[config.mk]
export PLATFORM = sky130hd
export DESIGN_NAME = pipeline_hazard_ctrl_flat
export DESIGN_NICKNAME = d
export VERILOG_FILES = /design/src/rtl/pipeline_hazard_ctrl_pkg.sv /design/src/rtl/pipeline_hazard_ctrl_if.sv /design/src/rtl/pipeline_hazard_ctrl_scoreboard.sv /design/src/rtl/pipeline_hazard_ctrl.sv /design/src/flat_wrapper.sv
export SDC_FILE = /design/constraint.sdc
export NUM_CORES = 1
export LEC_CHECK = 0
export CORE_ASPECT_RATIO = 0.6
export CORE_MARGIN = 1.5
export CORE_UTILIZATION = 44
export CTS_BUF_LIST = sky130_fd_sc_hd__clkbuf_8
export DETAILED_ROUTE_END_ITERATION = 12
export GPL_ROUTABILITY_DRIVEN = 0
export PLACE_DENSITY = 0.85
export SLEW_MARGIN = 10
export SYNTH_ARGS = -nofsm -noshare
export SYNTH_HDL_FRONTEND = slang
export SYNTH_SLANG_ARGS = --single-unit
export TNS_END_PERCENT = 30
[constraint.sdc]
create_clock -name clk -period 1.9 [get_ports clk]
set_clock_uncertainty 0.05 [all_clocks]
set_input_delay 0.285 -clock clk [delete_from_list [all_inputs] [get_ports clk]]
set_output_delay 0.285 -clock clk [all_outputs]
set_load 0.02 [all_outputs]
[src/rtl/pipeline_hazard_ctrl_pkg.sv]
`default_nettype none
// ============================================================================
// Module   : pipe_pkg
// Brief    : Shared types, forward-select constants and width helper for the
//            pipeline hazard/forwarding controller.
// Revision : 1.0 - initial release
// ============================================================================
package pipe_pkg;

    // Storage width for destination addresses; compares use only REG_AW bits.
    localparam int SB_DEST_W = 8;

    localparam int FWD_RF      = 0;
    localparam int FWD_POS_MIN = 2;

    typedef struct packed {
        logic                 valid;
        logic [SB_DEST_W-1:0] dest;
        logic                 reg_write;
        logic                 is_load;
    } sb_entry_t;

    function automatic int fwd_w(input int depth);
        return $clog2(depth + 1);
    endfunction

endpackage : pipe_pkg
`default_nettype wire

[src/rtl/pipeline_hazard_ctrl_if.sv]
`default_nettype none
// ============================================================================
// Module   : pipeline_hazard_ctrl_if
// Brief    : ID-stage request and hazard/forward response bundle.
// Revision : 1.0 - initial release
// ============================================================================
interface pipeline_hazard_ctrl_if #(
    parameter int REG_AW = 5,
    parameter int FW     = 2,
    parameter int CNT_W  = 16
);
    logic              id_valid;
    logic [REG_AW-1:0] id_rs;
    logic [REG_AW-1:0] id_rt;
    logic              id_use_rs;
    logic              id_use_rt;
    logic [REG_AW-1:0] id_dest;
    logic              id_reg_write;
    logic              id_is_load;
    logic              ex_br_taken;

    logic              stall;
    logic              flush_if_id;
    logic              bubble_id_ex;
    logic [FW-1:0]     fwd_a;
    logic [FW-1:0]     fwd_b;
    logic [CNT_W-1:0]  stall_count;

    modport master (
        output id_valid, id_rs, id_rt, id_use_rs, id_use_rt,
               id_dest, id_reg_write, id_is_load, ex_br_taken,
        input  stall, flush_if_id, bubble_id_ex, fwd_a, fwd_b, stall_count
    );

    modport slave (
        input  id_valid, id_rs, id_rt, id_use_rs, id_use_rt,
               id_dest, id_reg_write, id_is_load, ex_br_taken,
        output stall, flush_if_id, bubble_id_ex, fwd_a, fwd_b, stall_count
    );

endinterface : pipeline_hazard_ctrl_if
`default_nettype wire

[src/rtl/pipeline_hazard_ctrl_scoreboard.sv]
`default_nettype none
// ============================================================================
// Module   : hazard_scoreboard
// Brief    : In-flight instruction shift register, one entry per stage past ID.
// Revision : 1.0 - initial release
// ============================================================================
module hazard_scoreboard
    import pipe_pkg::*;
#(
    parameter int DEPTH = 3
) (
    input  wire logic                  clk,
    input  wire logic                  rst,
    input  wire logic                  issue,
    input  wire sb_entry_t             issue_entry,
    output sb_entry_t [DEPTH:1]        entries
);

    sb_entry_t [DEPTH:1] r_entries;

    // The board advances every cycle; a stall only inserts an invalid entry.
    always_ff @(posedge clk) begin
        if (rst) begin
            r_entries <= '0;
        end else begin
            r_entries[1] <= issue ? issue_entry : '0;
            for (int k = 2; k <= DEPTH; k++) begin
                r_entries[k] <= r_entries[k-1];
            end
        end
    end

    assign entries = r_entries;

endmodule : hazard_scoreboard
`default_nettype wire

[src/rtl/pipeline_hazard_ctrl.sv]
`default_nettype none
// ============================================================================
// Module   : pipeline_hazard_ctrl
// Brief    : Unified issue/stall, branch squash and EX-aligned forwarding control.
// Revision : 1.0 - initial release
// ============================================================================
module pipeline_hazard_ctrl
    import pipe_pkg::*;
#(
    parameter int REG_AW   = 5,
    parameter int DEPTH    = 3,
    parameter int LOAD_RDY = 3,
    parameter int ZERO_REG = 1,
    parameter int CNT_W    = 16
) (
    input  wire logic               clk,
    input  wire logic               rst,
    pipeline_hazard_ctrl_if.slave   hz
);

    localparam int FW = fwd_w(DEPTH);

    generate
        if (DEPTH < 3) begin : g_bad_depth
            $error("pipeline_hazard_ctrl: DEPTH must be at least 3");
        end
        if (LOAD_RDY < FWD_POS_MIN || LOAD_RDY > DEPTH) begin : g_bad_load_rdy
            $error("pipeline_hazard_ctrl: LOAD_RDY must lie in 2..DEPTH");
        end
        if (REG_AW > SB_DEST_W) begin : g_bad_reg_aw
            $error("pipeline_hazard_ctrl: REG_AW exceeds scoreboard dest width");
        end
    endgenerate

    sb_entry_t [DEPTH:1] w_entries;
    sb_entry_t           w_issue_entry;
    logic                w_hit_a, w_rdy_a, w_hit_b, w_rdy_b;
    logic [FW-1:0]       w_sel_a, w_sel_b;
    logic                w_stall, w_bubble;
    logic [FW-1:0]       r_fwd_a, r_fwd_b;
    logic [CNT_W-1:0]    r_stall_cnt;
    logic                w_unused_sb;

    function automatic logic src_match(input sb_entry_t e,
                                       input logic [REG_AW-1:0] src,
                                       input logic use_src);
        return e.valid && e.reg_write && use_src &&
               (e.dest[REG_AW-1:0] == src) &&
               !((ZERO_REG != 0) && (src == '0));
    endfunction

    // Scan oldest to youngest so the youngest producer overrides. The last
    // entry is skipped: its writeback is visible through the register file.
    always_comb begin
        w_hit_a = 1'b0;
        w_rdy_a = 1'b0;
        w_sel_a = FW'(FWD_RF);
        w_hit_b = 1'b0;
        w_rdy_b = 1'b0;
        w_sel_b = FW'(FWD_RF);
        for (int k = DEPTH - 1; k >= 1; k--) begin
            if (src_match(w_entries[k], hz.id_rs, hz.id_use_rs)) begin
                w_hit_a = 1'b1;
                w_sel_a = FW'(k + 1);
                w_rdy_a = !w_entries[k].is_load || ((k + 1) >= LOAD_RDY);
            end
            if (src_match(w_entries[k], hz.id_rt, hz.id_use_rt)) begin
                w_hit_b = 1'b1;
                w_sel_b = FW'(k + 1);
                w_rdy_b = !w_entries[k].is_load || ((k + 1) >= LOAD_RDY);
            end
        end
    end

    assign w_stall  = hz.id_valid && !hz.ex_br_taken &&
                      ((w_hit_a && !w_rdy_a) || (w_hit_b && !w_rdy_b));
    assign w_bubble = w_stall || hz.ex_br_taken || !hz.id_valid;

    always_comb begin
        w_issue_entry           = '0;
        w_issue_entry.valid     = 1'b1;
        w_issue_entry.dest      = SB_DEST_W'(hz.id_dest);
        w_issue_entry.reg_write = hz.id_reg_write;
        w_issue_entry.is_load   = hz.id_is_load;
    end

    hazard_scoreboard #(
        .DEPTH       (DEPTH)
    ) u_sb (
        .clk         (clk),
        .rst         (rst),
        .issue       (!w_bubble),
        .issue_entry (w_issue_entry),
        .entries     (w_entries)
    );

    // Some entry bits (oldest slot, upper dest bits) are intentionally unread.
    assign w_unused_sb = ^w_entries;

    // A non-bubbled issue never has an unready match, so any hit is usable.
    always_ff @(posedge clk) begin
        if (rst) begin
            r_fwd_a <= FW'(FWD_RF);
            r_fwd_b <= FW'(FWD_RF);
        end else begin
            r_fwd_a <= (w_bubble || !w_hit_a) ? FW'(FWD_RF) : w_sel_a;
            r_fwd_b <= (w_bubble || !w_hit_b) ? FW'(FWD_RF) : w_sel_b;
        end
    end

    always_ff @(posedge clk) begin
        if (rst) begin
            r_stall_cnt <= '0;
        end else if (w_stall && (r_stall_cnt != {CNT_W{1'b1}})) begin
            r_stall_cnt <= r_stall_cnt + 1'b1;
        end
    end

    assign hz.stall        = w_stall;
    assign hz.flush_if_id  = hz.ex_br_taken;
    assign hz.bubble_id_ex = w_bubble;
    assign hz.fwd_a        = r_fwd_a;
    assign hz.fwd_b        = r_fwd_b;
    assign hz.stall_count  = r_stall_cnt;

endmodule : pipeline_hazard_ctrl
`default_nettype wire
[src/flat_wrapper.sv]
// flat-port wrapper written by rule: the top's interface ports become plain ports
module pipeline_hazard_ctrl_flat import pipe_pkg::*;
#(
    parameter int REG_AW   = 5,
    parameter int DEPTH    = 3,
    parameter int LOAD_RDY = 3,
    parameter int ZERO_REG = 1,
    parameter int CNT_W    = 16
)
  (clk, rst, hz_id_valid, hz_id_rs, hz_id_rt, hz_id_use_rs, hz_id_use_rt, hz_id_dest, hz_id_reg_write, hz_id_is_load, hz_ex_br_taken, hz_stall, hz_flush_if_id, hz_bubble_id_ex, hz_fwd_a, hz_fwd_b, hz_stall_count);
  pipeline_hazard_ctrl_if #(.REG_AW(REG_AW), .CNT_W(CNT_W)) hz_i ();
  input  wire logic clk;
  input  wire logic rst;
  input wire logic [$bits(hz_i.id_valid)-1:0] hz_id_valid;
  input wire logic [$bits(hz_i.id_rs)-1:0] hz_id_rs;
  input wire logic [$bits(hz_i.id_rt)-1:0] hz_id_rt;
  input wire logic [$bits(hz_i.id_use_rs)-1:0] hz_id_use_rs;
  input wire logic [$bits(hz_i.id_use_rt)-1:0] hz_id_use_rt;
  input wire logic [$bits(hz_i.id_dest)-1:0] hz_id_dest;
  input wire logic [$bits(hz_i.id_reg_write)-1:0] hz_id_reg_write;
  input wire logic [$bits(hz_i.id_is_load)-1:0] hz_id_is_load;
  input wire logic [$bits(hz_i.ex_br_taken)-1:0] hz_ex_br_taken;
  output wire logic [$bits(hz_i.stall)-1:0] hz_stall;
  output wire logic [$bits(hz_i.flush_if_id)-1:0] hz_flush_if_id;
  output wire logic [$bits(hz_i.bubble_id_ex)-1:0] hz_bubble_id_ex;
  output wire logic [$bits(hz_i.fwd_a)-1:0] hz_fwd_a;
  output wire logic [$bits(hz_i.fwd_b)-1:0] hz_fwd_b;
  output wire logic [$bits(hz_i.stall_count)-1:0] hz_stall_count;
  assign hz_i.id_valid = hz_id_valid;
  assign hz_i.id_rs = hz_id_rs;
  assign hz_i.id_rt = hz_id_rt;
  assign hz_i.id_use_rs = hz_id_use_rs;
  assign hz_i.id_use_rt = hz_id_use_rt;
  assign hz_i.id_dest = hz_id_dest;
  assign hz_i.id_reg_write = hz_id_reg_write;
  assign hz_i.id_is_load = hz_id_is_load;
  assign hz_i.ex_br_taken = hz_ex_br_taken;
  assign hz_stall = hz_i.stall;
  assign hz_flush_if_id = hz_i.flush_if_id;
  assign hz_bubble_id_ex = hz_i.bubble_id_ex;
  assign hz_fwd_a = hz_i.fwd_a;
  assign hz_fwd_b = hz_i.fwd_b;
  assign hz_stall_count = hz_i.stall_count;
  pipeline_hazard_ctrl #(.REG_AW(REG_AW), .DEPTH(DEPTH), .LOAD_RDY(LOAD_RDY), .ZERO_REG(ZERO_REG), .CNT_W(CNT_W)) u_core (.clk(clk), .rst(rst), .hz(hz_i));
endmodule
==> results of run 1 <==
-- repair_timing --
item | CTS | global route
buffers inserted | 5 | 0
pin swaps | 22 | 11
gates cloned | 0 | 1
setup endpoints to repair | 29 | 19
gates resized for setup | 72 | 11
-- registers in the layout, summed over array words and instances (netlist names) --
name / cells
u_core.hz.stall_count: 16
u_core.u_sb.entries: 15
u_core.hz.fwd_a: 2
u_core.hz.fwd_b: 2
-- synthesized netlist by cell type (2+ instances only) --
library cell / count
sky130_fd_sc_hd__dfxtp_1: 35
sky130_fd_sc_hd__xnor2_1: 18
sky130_fd_sc_hd__a21oi_1: 12
sky130_fd_sc_hd__nand3_1: 10
sky130_fd_sc_hd__nor2b_1: 10
sky130_fd_sc_hd__or3_1: 10
sky130_fd_sc_hd__o21ai_1: 9
sky130_fd_sc_hd__nand2_1: 7
sky130_fd_sc_hd__nor2_1: 7
sky130_fd_sc_hd__nor3b_1: 7
sky130_fd_sc_hd__nand4_1: 6
sky130_fd_sc_hd__or4_1: 5
sky130_fd_sc_hd__clkbuf_1: 4
sky130_fd_sc_hd__inv_1: 3
sky130_fd_sc_hd__nor4_1: 3
sky130_fd_sc_hd__o21ai_0: 3
sky130_fd_sc_hd__o31ai_1: 3
sky130_fd_sc_hd__xor2_1: 3
sky130_fd_sc_hd__and3_1: 2
sky130_fd_sc_hd__and4_1: 2
sky130_fd_sc_hd__buf_4: 2
sky130_fd_sc_hd__buf_6: 2
sky130_fd_sc_hd__nor3_1: 2
sky130_fd_sc_hd__o21ai_4: 2
-- metrics by stage --
| step | cells | total power, mW |
|---|---|---|
| 4_1_cts | 308 | 1.45 |
| 3_5_place_dp | 296 | 0.914 |
| 3_3_place_gp | 296 | 0.910 |
| 2_1_floorplan | 178 | 0.822 |
| 5_1_grt | 309 | 1.51 |
| 6_report | 309 | 1.47 |
-- cell type report --
cell class | count | area (sq um) | area share, %
Multi-Input combinational cell | 132 | 1010 | 38.1
Timing Repair Buffer | 87 | 767 | 29.1
Tap cell | 45 | 56.3 | 2.13
Sequential cell | 35 | 712 | 27.0
Clock buffer | 6 | 82.6 | 3.13
Inverter | 3 | 11.3 | 0.427
Clock inverter | 1 | 5.00 | 0.190
-- kinds of logic (layout without fill, tap and decap cells) --
| group | after synthesis | after routing | share of synthesized area (%) |
|---|---|---|---|
| flip-flops | 35 | 35 | 42.5 |
| AO/OA/AOI/OAI | 32 | 32 | 12.2 |
| multiplexers | 2 | 2 | 1.29 |
| adder cells (fa/ha/maj) | 1 | 1 | 0.758 |
| buffers and inverters | 11 | 97 | 3.87 |
| AND/OR/NAND/NOR | 76 | 76 | 28.3 |
| XOR/XNOR | 21 | 21 | 11.1 |
-- layer usage --
layer,GRT usage [%],up-vias
li1,-,813
met1,35.3,820
met2,37.7,98
met3,5.64,14
met4,10.2,0
met5,0,-
-- worst paths after layout --
kind / startpoint / to / slack [ps]
worst min-delay path: u_core.u_sb.entries[3] / u_core.u_sb.entries[14] / 450
worst max register to register: u_core.u_sb.entries[5] / u_core.hz.stall_count[14] / -150
worst min register to register: u_core.u_sb.entries[3] / u_core.u_sb.entries[14] / 450
worst max-delay path: u_core.u_sb.entries[5] / u_core.hz.stall_count[14] / -150
-- where the power goes --
group	switching [mW]	leakage, nW	total (mW)	internal, mW
Clock	0.272	0.0470	0.556	0.284
Combinational	0.0705	0.651	0.162	0.0917
Sequential	0.00900	0.286	0.748	0.739
==> results.txt, run 1 <==
----------------------------------------------------
[Outcome]
  Outcome ... complete, but fails checks
  Failing checks ... setup timing

[STA]
  Final Cycle Share ... 108%
  Fmax achieved ... 487 MHz
  Worst setup margin ... -154 ps
  Min Hold Slack ... 453 ps
  Fin Setup TNS ... -1110 ps
  Setup repair after global routing missed its margin ... yes
  Max-slew violation count ... 0
  Tightest slew margin relative to the limit ... 69.1%
  Final critical delay including setup and external delays ... between 2000 and 2500 ps
  Final count of hold timing violations ... 0
  Setup violation total in the final timing report ... 16
  Least-Margin Pin Slew ... 461 ps

[Detailed routing]
  Number of design rule violations left after detail routing ... 0
  Sum of met2 wire segment lengths after detailed routing ... roughly 2400 microns
  Wire length per cell ... 17.0 microns
  1st-iter DRT viols ... 114
  Detailed-route via count ... roughly 1,700
  Detailed-routing iteration count for the pre-antenna-repair pass ... 4
  Highest layer used for signal routing ... met4
  Met1 wire length ... 2270 microns
  Met3 routed WL ... 442 microns
  Number of vias per cell after detailed routing ... around 5.6
  Post-Route WL ... 5250 microns
  Antenna Nets Post-Route ... 0

[Worst setup path]
  Critical path capture point type ... flip-flop
  Number of buffer and inverter instances along the worst setup path ... 2
  Critical setup path kind ... reg -> reg
  Top delay family on crit path ... simple AND/OR/NAND/NOR gates
  Launching element type of the critical path ... flip-flop
  Required time at the endpoint of the critical path ... 2070 ps
  Maximum fanout along the worst path ... 8
  Cell with the largest stage delay on the worst path ... sky130_fd_sc_hd__or4_1
  Number of cells on the critical path ... 8
  Worst R2R Path Depth ... 8
  Max stage delay on crit path ... 420 ps
  Worst Path Arrival ... 2230 ps
  Worst path cell trace ... xnor2_2 -> nand4_1 -> nor3_4 -> buf_6 -> o21ai_4 -> buf_12 -> or4_1 -> a21oi_1

[Clock tree]
  Clock tree from TritonCTS ... built
  TritonCTS sink count ... 35
  Number of levels the H-tree was split into ... 2
  Number of buffers added to fix hold violations after cts ... 0
  Insertion delay to the later sink of the worst-skew pair ... 300 ps
  TritonCTS Buffers ... 5
  Worst-case clock buffer depth ... 2
  Clock-pin slew on the worst setup and hold paths ... around 70 ps
  Clock root buffer ... sky130_fd_sc_hd__clkbuf_8

[Floorplan]
  Core box area ... 3420 sq um
  Area of the die ... 4140 sq um
  Die span in x ... 82.1 microns
  I/O pins ... 46
  Vertical extent of the die ... 50.4 microns
  Starting Density ... 48.2%
  Count of standard-cell rows ... 16

[Synthesis]
  Proportion of netlist area held by the largest area contributor ... 42.5%
  Proportion of synthesized chip area in sequential cells ... between 40% and 50%
  Leading register cell type out of synthesis ... sky130_fd_sc_hd__dfxtp_1
  EDFF count, synth ... 0
  Count of state elements after synthesis ... 35
  Synthesized net count ... between 200 and 250
  Count of unique library cells instantiated by Yosys ... 35
  Largest area contributor in the synthesized netlist ... sky130_fd_sc_hd__dfxtp_1
  Cell types with the largest area share after synthesis ... sky130_fd_sc_hd__dfxtp_1, sky130_fd_sc_hd__xnor2_1, sky130_fd_sc_hd__nor2b_1
  Synthesized instance count ... 178
  Fraction of registers with async set/reset ... 0%
  Yosys warns ... 0
  Post-Synthesis Mean Instance Area ... 9.27 sq um
  Post-synth design cell area ... approximately 1700 sq um

[Power]
  Worst-case vdd ir drop ... 0.530 mV
  Power density over the cells ... 556 nW/um^2
  Static power due to leakage ... around 1 nW

[Cells and area]
  Fin util ... 77.1%
  Growth of design area from synthesis to finish ... 60.0%
  Post-route cell area ... 2640 sq um
  Number of inserted diodes ... 0
  Layout cells sized above 1 ... 34.5%
  Leading cell type in the layout, fill and taps excluded ... sky130_fd_sc_hd__buf_4
  Total number of nets in the final design ... 288
  Highest-count cells in the layout ignoring fill and taps ... sky130_fd_sc_hd__buf_4, sky130_fd_sc_hd__clkdlybuf4s50_1, sky130_fd_sc_hd__dfxtp_1
  Number of fill cells in the layout ... about 220

[Placed design]
  Placed wire-length estimate after detailed placement ... 3420 microns
  Number of buffers inserted by port buffering ... 45
  Post-Place Setup Slack ... -806 ps
  Placed Instance Area ... 2390 sq um

[GRT]
  Vias in the first global route ... 1,582
  Number of antenna violations at the first check in global routing ... 0
  Wire length of the first global-routing pass ... 7590 microns
  Overall Global Routing Usage ... 25.4%
  Maximum number of pins on one net before global-route repair ... 17
  Remaining Overflow, GRT ... 0

[Flow run]
  Number of violations of the max-capacitance limit ... 0

[Min path]
  Path category of the worst min-delay check ... reg -> reg
  Hold Path Cell Cnt ... 1

----------------------------------------------------
Note: power is estimated with default switching activity, not from simulation.
==> run 2: changes to the inputs <==
--- a/config.mk
+++ b/config.mk
@@ -11,6 +11,7 @@
 export CTS_BUF_LIST = sky130_fd_sc_hd__clkbuf_8
 export DETAILED_ROUTE_END_ITERATION = 12
 export GPL_ROUTABILITY_DRIVEN = 0
+export MAX_ROUTING_LAYER = met4
 export PLACE_DENSITY = 0.85
 export SLEW_MARGIN = 10
 export SYNTH_ARGS = -nofsm -noshare
==> results.txt, run 2 (synthesis results as in run 1) <==
----------------------------------------------------
[Placed design]
  Number of buffers inserted by port buffering ... 45
  Placed Instance Area ... 2390 sq um
  Placed wire-length estimate after detailed placement ... 3420 microns

[STA]
  Final critical delay including setup and external delays ... 2050 ps
  Setup repair after global routing missed its margin ... yes
  Worst setup margin ... -148 ps
  Tightest slew margin relative to the limit ... between 60% and 70%
  Setup violation total in the final timing report ... 16
  Max-slew violation count ... 0
  Final count of hold timing violations ... 0
  Final Cycle Share ... 108%
  Fmax achieved ... 488 MHz
  Least-Margin Pin Slew ... 457 ps
  Fin Setup TNS ... -973 ps

[Power]
  Clock share of power ... 38.0%
  Power Internal ... 1.12 mW
  Switching power ... 355 uW
  Switching Share ... 24.1%
  Sequential share of power ... 50.9%
  Power, Total ... between 1 and 1.5 mW
  Comb pwr share ... 11.1%
  Worst-case vdd ir drop ... around 0.53 mV
  Power density over the cells ... approximately 560 nW/um^2
  Static power due to leakage ... 0.983 nW

[Outcome]
  Failing checks ... setup timing
  Outcome ... complete, but fails checks

[Floorplan]
  Core box area ... 3420 sq um
  Vertical extent of the die ... 50.4 microns
  Area of the die ... just over 4000 sq um
  Count of standard-cell rows ... 16
  I/O pins ... 46
  Die span in x ... 82.1 microns
  Starting Density ... roughly half

[GRT]
  Number of antenna violations at the first check in global routing ... 0
  Vias in the first global route ... around 1,600
  Overall Global Routing Usage ... 26.0%
  Remaining Overflow, GRT ... 0
  Wire length of the first global-routing pass ... 7580 microns
  Maximum number of pins on one net before global-route repair ... 17

[Worst setup path]
  Capturing element of the worst setup path ... u_core.hz.stall_count[14]
  Critical path capture point type ... flip-flop
  Worst R2R Path Depth ... 8
  Start of the worst register-to-register path ... u_core.u_sb.entries[5]
  Reg-to-reg slack, setup ... -150 ps
  Critical path launch point ... u_core.u_sb.entries[5]
  Required time at the endpoint of the critical path ... 2070 ps
  Maximum fanout along the worst path ... 8
  Critical setup path kind ... reg -> reg
  End of the worst register-to-register path ... u_core.hz.stall_count[14]
  Launching element type of the critical path ... flip-flop
  Worst Path Arrival ... 2220 ps

[Clock tree]
  Clock root buffer ... sky130_fd_sc_hd__clkbuf_8
  Clock tree from TritonCTS ... built
  TritonCTS Buffers ... 5
  Clock-pin slew on the worst setup and hold paths ... 70 ps
  Number of buffers added to fix hold violations after cts ... 0
  Worst-case clock buffer depth ... 2
  Number of levels the H-tree was split into ... 2
  TritonCTS sink count ... 35
  Insertion delay to the later sink of the worst-skew pair ... ~300 ps

[Flow run]
  Number of violations of the max-capacitance limit ... 0

[Detailed routing]
  Antenna Nets Post-Route ... 0
  Wire length per cell ... 17.0 microns
  Detailed-routing iteration count for the pre-antenna-repair pass ... 6
  Number of vias per cell after detailed routing ... 5.61
  Highest layer used for signal routing ... met4
  Sum of met2 wire segment lengths after detailed routing ... 2430 microns
  Number of design rule violations left after detail routing ... 0
  Met3 routed WL ... 343 microns
  Post-Route WL ... about 5300 microns
  1st-iter DRT viols ... 122
  Met1 wire length ... between 2000 and 2500 microns
  Detailed-route via count ... 1,734

[Cells and area]
  Total number of nets in the final design ... 288
  Layout cells sized above 1 ... 34.5%
  Number of flip-flops under the largest register name ... 16
  Post-route cell area ... 2640 sq um
  Number of inserted diodes ... 0
  Growth of design area from synthesis to finish ... 60.0%
  Leading cell type in the layout, fill and taps excluded ... sky130_fd_sc_hd__buf_4
  Highest-count cells in the layout ignoring fill and taps ... sky130_fd_sc_hd__buf_4, sky130_fd_sc_hd__clkdlybuf4s50_1, sky130_fd_sc_hd__dfxtp_1

[Min path]
  Path category of the worst min-delay check ... reg -> reg

----------------------------------------------------
==> run 2: cell counts in the layout (fill, tap and decap cells not counted) <==
Identical to the previous run, type by type.
==> run 2: metrics by stage <==
stage / setup slack, ps / hold slack (ps) / cells / util, %
floorplan: 6.40 / 402 / 178 / -
global placement: -766 / 420 / 296 / 69.9
detailed placement: -806 / 423 / 296 / 69.9
CTS: -30.9 / 442 / 308 / 75.4
global route: -253 / 467 / 309 / 77.1
finish: -148 / 453 / 309 / 77.1
==> run 2: worst max-delay path, stage by stage, from the launching register on <==
cell,delay (ps)
sky130_fd_sc_hd__dfxtp_4,370
sky130_fd_sc_hd__xnor2_2,180
sky130_fd_sc_hd__nand4_1,220
sky130_fd_sc_hd__nor3_4,240
sky130_fd_sc_hd__buf_6,140
sky130_fd_sc_hd__o21ai_4,70
sky130_fd_sc_hd__buf_12,150
sky130_fd_sc_hd__or4_1,420
sky130_fd_sc_hd__a21oi_1,140
==> run 2: metal layers <==
metal / GRT usage (%) / up-vias
met5: - / -
met4: 10.2 / 0
met3: 5.64 / 12
met2: 37.7 / 81
met1: 35.2 / 832
li1: - / 809
==> run 2: power groups by stage <==
stage | Combinational (mW) | Sequential, mW | Clock [mW]
floorplan | 0.0596 | 0.762 | 0
global placement | 0.147 | 0.764 | 0
detailed placement | 0.150 | 0.764 | 0
CTS | 0.152 | 0.748 | 0.549
global route | 0.171 | 0.748 | 0.587
finish | 0.163 | 0.748 | 0.559
==> run 2: final cells by class <==
| cell class | count | area (sq um) |
|---|---|---|
| Multi-Input combinational cell | 132 | 1010 |
| Fill cell | 217 | 783 |
| Tap cell | 45 | 56.3 |
| Timing Repair Buffer | 87 | 767 |
| Sequential cell | 35 | 712 |
| Inverter | 3 | 11.3 |
| Clock buffer | 6 | 82.6 |
| Clock inverter | 1 | 5.00 |
==> run 2: timing repair <==
action | CTS | global route
setup endpoints to repair | 29 | 19
gates resized for setup | 72 | 11
setup buffers | 5 | 0
pin swaps | 22 | 11
cloned | 0 | 1
==> run 2: worst min path at each step <==
stage                     slack (ps)                      end  cells after the start               startpoint
after floorplan                  400   u_core.u_sb.entries[0]                      1            hz_id_is_load
after global placement           420  u_core.u_sb.entries[21]                      1  u_core.u_sb.entries[10]
after detailed placement         420  u_core.u_sb.entries[21]                      1  u_core.u_sb.entries[10]
after CTS                        440  u_core.u_sb.entries[21]                      1  u_core.u_sb.entries[10]
after global routing             470  u_core.u_sb.entries[17]                      1   u_core.u_sb.entries[6]
final                            450  u_core.u_sb.entries[14]                      1   u_core.u_sb.entries[3]
